==> config.mk <==
export PLATFORM = sky130hd
export DESIGN_NAME = adc_sample_scheduler
export DESIGN_NICKNAME = d
export VERILOG_FILES = /design/src/rtl/adc_sample_scheduler.sv
export SDC_FILE = /design/constraint.sdc
export NUM_CORES = 1
export LEC_CHECK = 0
export ABC_AREA = 1
export CAP_MARGIN = 20
export CORE_ASPECT_RATIO = 0.9
export CORE_MARGIN = 5
export CORE_UTILIZATION = 49
export CTS_BUF_LIST = sky130_fd_sc_hd__clkbuf_4
export CTS_CLUSTER_SIZE = 24
export DETAILED_ROUTE_END_ITERATION = 6
export GPL_TIMING_DRIVEN = 0
export PLACE_DENSITY = 0.84
export SYNTH_ARGS = -nofsm -noshare
export SYNTH_HDL_FRONTEND = slang
export SYNTH_SLANG_ARGS = --single-unit
==> constraint.sdc <==
create_clock -name clk_adc_clk -period 2.4 [get_ports clk_adc_clk]
set_clock_uncertainty 0.15 [all_clocks]
set_input_delay 0.72 -clock clk_adc_clk [delete_from_list [all_inputs] [get_ports clk_adc_clk]]
set_output_delay 0.72 -clock clk_adc_clk [all_outputs]
set_load 0.01 [all_outputs]
==> src/rtl/adc_sample_scheduler.sv <==
// adc_sample_scheduler
//   Walks the modular ADC control core through a channel scan list once per
//   frame tick. It issues one Avalon-ST command at a time, waits for the
//   matching response and forwards it as a one-cycle sample strobe.
//   Optional response watchdog: define ADC_SCHED_TIMEOUT_EN.
module adc_sample_scheduler #(
    parameter int unsigned CLK_DIV     = 208,
    parameter int unsigned TIMEOUT_CYC = 1024
) (
    input  logic        clk_adc_clk,
    input  logic        reset_reset_n,
    input  logic        enable,
    input  logic [16:0] chan_mask,
    input  logic        clr_status,
    output logic        cmd_valid,
    output logic [4:0]  cmd_channel,
    output logic        cmd_sop,
    output logic        cmd_eop,
    input  logic        cmd_ready,
    input  logic        rsp_valid,
    input  logic [4:0]  rsp_channel,
    input  logic [11:0] rsp_data,
    output logic        smp_valid,
    output logic [4:0]  smp_channel,
    output logic [11:0] smp_data,
    output logic        smp_frame_end,
    output logic        busy,
    output logic [7:0]  overrun_cnt,
    output logic        mismatch,
    output logic        timeout
);

    localparam logic [15:0] DIV_LAST = 16'(CLK_DIV - 1);

    typedef enum logic [1:0] {IDLE, ISSUE, WAIT_RESP} state_t;

    state_t      state;
    logic [15:0] tick_cnt;
    logic        tick;
    logic [16:0] mask_q;
    logic [4:0]  cur_ch;

    // Lowest set bit of a channel mask (0 when the mask is empty).
    function automatic logic [4:0] lowest_bit(input logic [16:0] m);
        lowest_bit = 5'd0;
        for (int i = 16; i >= 0; i--) begin
            if (m[i]) lowest_bit = 5'(i);
        end
    endfunction

    // Bits of m strictly above channel c.
    function automatic logic [16:0] bits_above(input logic [16:0] m, input logic [4:0] c);
        bits_above = '0;
        for (int i = 0; i < 17; i++) begin
            if (m[i] && (5'(i) > c)) bits_above[i] = 1'b1;
        end
    endfunction

    // Scan-list decode: first channel of a new frame and the successor of
    // the current channel within the mask latched at frame start.
    logic [4:0]  first_ch;
    logic        first_last;
    logic [16:0] above;
    logic        more;
    logic [4:0]  next_ch;
    logic        next_last;

    assign first_ch   = lowest_bit(chan_mask);
    assign first_last = (bits_above(chan_mask, first_ch) == 17'd0);
    assign above      = bits_above(mask_q, cur_ch);
    assign more       = |above;
    assign next_ch    = lowest_bit(above);
    assign next_last  = (bits_above(mask_q, next_ch) == 17'd0);

    assign tick = enable && (tick_cnt == DIV_LAST);

    // Status set events; a set beats clr_status in the same cycle.
    logic mm_set;
    logic ov_set;
    assign mm_set = rsp_valid && ((state != WAIT_RESP) || (rsp_channel != cur_ch));
    assign ov_set = tick && busy;

`ifdef ADC_SCHED_TIMEOUT_EN
    localparam int WD_W = (TIMEOUT_CYC > 1) ? $clog2(TIMEOUT_CYC) : 1;
    localparam logic [WD_W-1:0] WD_LAST = WD_W'(TIMEOUT_CYC - 1);

    logic [WD_W-1:0] wd_cnt;
    logic            wd_fire;
    assign wd_fire = (state == WAIT_RESP) && !rsp_valid && (wd_cnt == WD_LAST);
`endif

    // Frame-rate divider: free-runs while enabled, parked at 0 otherwise.
    always_ff @(posedge clk_adc_clk or negedge reset_reset_n) begin
        if (!reset_reset_n) begin
            tick_cnt <= 16'd0;
        end else if (!enable || tick) begin
            tick_cnt <= 16'd0;
        end else begin
            tick_cnt <= tick_cnt + 16'd1;
        end
    end

    // Scan FSM: one outstanding command, registered command/sample outputs.
    always_ff @(posedge clk_adc_clk or negedge reset_reset_n) begin
        if (!reset_reset_n) begin
            state         <= IDLE;
            mask_q        <= '0;
            cur_ch        <= '0;
            busy          <= 1'b0;
            cmd_valid     <= 1'b0;
            cmd_channel   <= '0;
            cmd_sop       <= 1'b0;
            cmd_eop       <= 1'b0;
            smp_valid     <= 1'b0;
            smp_channel   <= '0;
            smp_data      <= '0;
            smp_frame_end <= 1'b0;
`ifdef ADC_SCHED_TIMEOUT_EN
            wd_cnt        <= '0;
`endif
        end else begin
            smp_valid     <= 1'b0;
            smp_frame_end <= 1'b0;
            case (state)
                IDLE: begin
                    if (tick && (chan_mask != 17'd0)) begin
                        mask_q      <= chan_mask;
                        cur_ch      <= first_ch;
                        busy        <= 1'b1;
                        cmd_valid   <= 1'b1;
                        cmd_channel <= first_ch;
                        cmd_sop     <= 1'b1;
                        cmd_eop     <= first_last;
                        state       <= ISSUE;
                    end
                end
                ISSUE: begin
                    // Command fields stay frozen until the core accepts.
                    if (cmd_ready) begin
                        cmd_valid <= 1'b0;
                        cmd_sop   <= 1'b0;
                        cmd_eop   <= 1'b0;
                        state     <= WAIT_RESP;
`ifdef ADC_SCHED_TIMEOUT_EN
                        wd_cnt    <= '0;
`endif
                    end
                end
                WAIT_RESP: begin
                    if (rsp_valid) begin
                        // Forward what the ADC returned, even on a channel mismatch.
                        smp_valid   <= 1'b1;
                        smp_channel <= rsp_channel;
                        smp_data    <= rsp_data;
                        if (more) begin
                            cur_ch      <= next_ch;
                            cmd_valid   <= 1'b1;
                            cmd_channel <= next_ch;
                            cmd_sop     <= 1'b0;
                            cmd_eop     <= next_last;
                            state       <= ISSUE;
                        end else begin
                            smp_frame_end <= 1'b1;
                            busy          <= 1'b0;
                            state         <= IDLE;
                        end
                    end
`ifdef ADC_SCHED_TIMEOUT_EN
                    else if (wd_fire) begin
                        // Silent ADC: drop the rest of the frame, no sample.
                        busy  <= 1'b0;
                        state <= IDLE;
                    end else begin
                        wd_cnt <= wd_cnt + 1'b1;
                    end
`endif
                end
                default: state <= IDLE;
            endcase
        end
    end

    // Sticky status flags and saturating overrun counter.
    always_ff @(posedge clk_adc_clk or negedge reset_reset_n) begin
        if (!reset_reset_n) begin
            overrun_cnt <= 8'd0;
            mismatch    <= 1'b0;
        end else begin
            if (ov_set) begin
                if (overrun_cnt != 8'hFF) overrun_cnt <= overrun_cnt + 8'd1;
            end else if (clr_status) begin
                overrun_cnt <= 8'd0;
            end
            if (mm_set) begin
                mismatch <= 1'b1;
            end else if (clr_status) begin
                mismatch <= 1'b0;
            end
        end
    end

`ifdef ADC_SCHED_TIMEOUT_EN
    // Sticky watchdog flag.
    always_ff @(posedge clk_adc_clk or negedge reset_reset_n) begin
        if (!reset_reset_n) begin
            timeout <= 1'b0;
        end else if (wd_fire) begin
            timeout <= 1'b1;
        end else if (clr_status) begin
            timeout <= 1'b0;
        end
    end
`else
    assign timeout = 1'b0;
`endif

endmodule
==> impl_metrics.csv <==
group,metric,value,unit
worst_setup_path,criticalPathCategory,"reg2reg",
floorplanning,die-area,10700,sq um
route,dr.pass1.iters,5,
sta,final_max_slew_viol_count,0,
finish,drive_gt1_share,23.9,%
status,status,"finished with violations",
floorplanning,coreArea,8570,sq um
sta,final-setup-viol-count,11,
sta,max_freq,368,MHz
synth,yosysTopAreaCell,"dfrtp_1",
synth,ys_types,43,
cts,hold_buffers,0,
worst_setup_path,cp.arrival,2.95,ns
power_and_ir_drop,ir_drop,0.547,mV
synth,synth_flop_cell,"dfrtp_1",
synth,seq_area_frac_synth,41.5,%
synth,netlist_top_cells_count,"nand2_1, inv_1, dfrtp_1",
route,drt-initial-drc-count,422,
finish,utilization,70.3,%
sta,finalCriticalPeriod,2.71,ns
cts,cts_buffers,9,
cts,cts_sinks,71,
floorplanning,std_cell_rows,32,
finish,seq_area,1780,sq um
status,violations,"setup timing",
floorplanning,fp.dieW,109,um
synth,yosys.cell_count.top_type,"nand2_1",
grt,grt_pass1_wl,19600,um
finish,fin_nets,767,
worst_setup_path,ff2ff_setup_slack,-0.31,ns
place,dp_hpwl,8750,um
finish,antennaDiodeCount,0,
finish,fillers,681,
synth,synth.area.top_cells,"dfrtp_1, nand2_1, inv_1",
synth,async_flop_share,100,%
synth,syn_nets,649,
grt,grt_start_max_net_pins,72,
cts,clock_latency,0.45,ns
floorplanning,initial_core_util,50.0,%
sta,setup_slack,-0.315,ns
grt,globalRouteOverflowTotal,0,
cts,cts_tree,"done",
worst_setup_path,rr_endpoint,"cmd_eop",
floorplanning,die_h,98.7,um
run,drv_cap,0,
grt,grt_usage,22.5,%
synth,ys_ff_latch,71,
route,ant_nets,0,
synth,syn_inst,602,
route,via_per_inst,5.47,
route,vias,4619,
worst_setup_path,r2r-start,"cur_ch[2]",
synth,synth_top_cell_area_share,41.5,%
cts,cts_htree_levels,3,
worst_setup_path,reg2regPathDepth,19,
power_and_ir_drop,power.leakage,0.00290,uW
synth,syn_area_per_cell,7.12,sq um
synth,yosys_warnings,0,
power_and_ir_drop,power_density,765,nW/um^2
sta,finalCritPeriodShare,113,%
finish,multi_input_area,2500,sq um
worst_setup_path,endpoint_kind,"flop",
sta,slew_headroom,42.0,%
route,routed_wl,13000,um
route,route.detailed.drc,0,
synth,synth_edf_count,0,
route,avgRoutedWirePerCell,15.4,um
cts,cts_buffer_depth,2,
place,gp_congestion,0.984,
worst_setup_path,critical_path_required,2.64,ns
place,io_buffers,76,
worst_setup_path,startpoint_type,"flop",
sta,rsz0062_at_grt,"true",
synth,syn_area,4290,sq um
min_path,hp-class,"in2async",
place,place_ws,-0.859,ns
worst_setup_path,path_max_fanout,7,
grt,first_global_vias,4250,
cts,root_buffer,"clkbuf_4",
finish,syn2layout_area_growth,40.5,%
grt,grt_antenna_before_repair,0,
sta,hold_viol,0,
sta,worst_pin_slew,0.869,ns
cts,clk_pin_slew,0.13,ns
floorplanning,ios,78,
==> final cells by class <==
class | count | share of cell area [%]
Inverter | 81 | 5.47
Tap cell | 119 | 2.47
Timing Repair Buffer | 106 | 16.8
Clock inverter | 6 | 1.56
Multi-Input combinational cell | 439 | 41.6
Clock buffer | 10 | 1.25
Sequential cell | 71 | 29.6
Buffer | 12 | 1.35
==> registers in the layout, summed over array words and instances (netlist names) <==
signal	count
busy	1
smp_data	12
cmd_sop	1
mask_q	16
smp_channel	5
mismatch	1
smp_frame_end	1
cur_ch	5
cmd_valid	1
tick_cnt	16
state	2
overrun_cnt	8
smp_valid	1
cmd_eop	1
==> worst max-delay path by stage <==
| stage | from | to | slack, ns | cells after the start |
|---|---|---|---|---|
| 5_1_grt | cur_ch[4] | cmd_eop | -0.47 | 18 |
| 2_1_floorplan | cur_ch[1] | cur_ch[0] | 0.05 | 17 |
| 3_5_place_dp | chan_mask[1] | cmd_eop | -0.86 | 15 |
| 3_3_place_gp | reset_reset_n | cmd_eop | -1.87 | 1 |
| 6_report | cur_ch[2] | cmd_eop | -0.31 | 19 |
| 4_1_cts | cur_ch[1] | cmd_eop | -0.19 | 19 |
==> timing repair <==
item / in CTS / in global routing
endpoints found under the setup margin: 37 / 46
resized for setup: 50 / 114
pin swaps: 21 / 42
cloned: 1 / 0
setup buffers: 15 / 15
==> worst max-delay path, cell delays in order, from the launching register on <==
cell and delay (ns):
dfrtp_2 0.54, nand2_2 0.12, and3_1 0.17, nand2_2 0.09
nand2_2 0.07, nor2_4 0.19, o21ai_1 0.11, nand2_1 0.11
nand2_2 0.09, nand2_4 0.11, inv_4 0.05, nand2_4 0.07
inv_4 0.04, nand2_2 0.05, nand3_2 0.06, nor2_1 0.11
nand2_1 0.07, nor2_1 0.11, nand4_1 0.17, a21oi_1 0.18
==> cell usage in the layout (no fill, tap or decap), types with 9 or more instances in the layout <==
cell / count
nand3_1: 26
clkdlybuf4s50_1: 62
inv_2: 12
a21oi_1: 24
inv_1: 62
nor2_4: 13
clkbuf_4: 10
nor2_1: 47
nand2_2: 31
nor2_2: 13
buf_4: 31
dfrtp_1: 69
nand2_1: 150
o21ai_1: 9
o21ai_0: 31
==> stage by stage <==
| step | total power [uW] | hold WS [ns] | TNS (ns) | instances | area [sq um] |
|---|---|---|---|---|---|
| floorplan | 2440 | 0.274 | 0 | 602 | 4290 |
| global placement | 3120 | 0.296 | -149.37 | 797 | 5200 |
| detailed placement | 3160 | 0.318 | -19.37 | 797 | 5200 |
| CTS | 4240 | 0.265 | -1.07 | 829 | 5600 |
| global route | 4850 | 0.303 | -3.62 | 844 | 6020 |
| finish | 4610 | 0.218 | -2.01 | 844 | 6020 |
==> cell families (layout without fill, tap and decap cells) <==
| family | count (synthesis) | in the layout | share of synthesized area (%) |
|---|---|---|---|
| AOI/OAI and AO/OA | 96 | 96 | 12.6 |
| xor gates and xnor gates | 5 | 5 | 1.02 |
| adders and majority gates | 7 | 7 | 2.04 |
| buffers and inverters | 93 | 215 | 8.79 |
| DFF | 71 | 71 | 41.5 |
| other | 1 | 1 | 0.0875 |
| and+or+nand+nor | 329 | 330 | 34.0 |
==> routing by layer <==
metal | vias to the layer above | wire [um] | global-route usage, %
met5 | - | 0 | 0
met4 | 0 | 313 | 7.28
met3 | 37 | 1030 | 4.85
met2 | 225 | 6380 | 37.3
met1 | 2185 | 5240 | 29.2
li1 | 2172 | - | -
==> report_power, final <==
group / leakage, uW / internal (uW) / switching, uW / total [uW]
registers: 0.000941 / 1410 / 161 / 1570
clock network: 0.0000872 / 441 / 465 / 905
logic: 0.00188 / 976 / 1150 / 2130
total: 0.00290 / 2830 / 1780 / 4610
(Power assumes the default switching activity.)
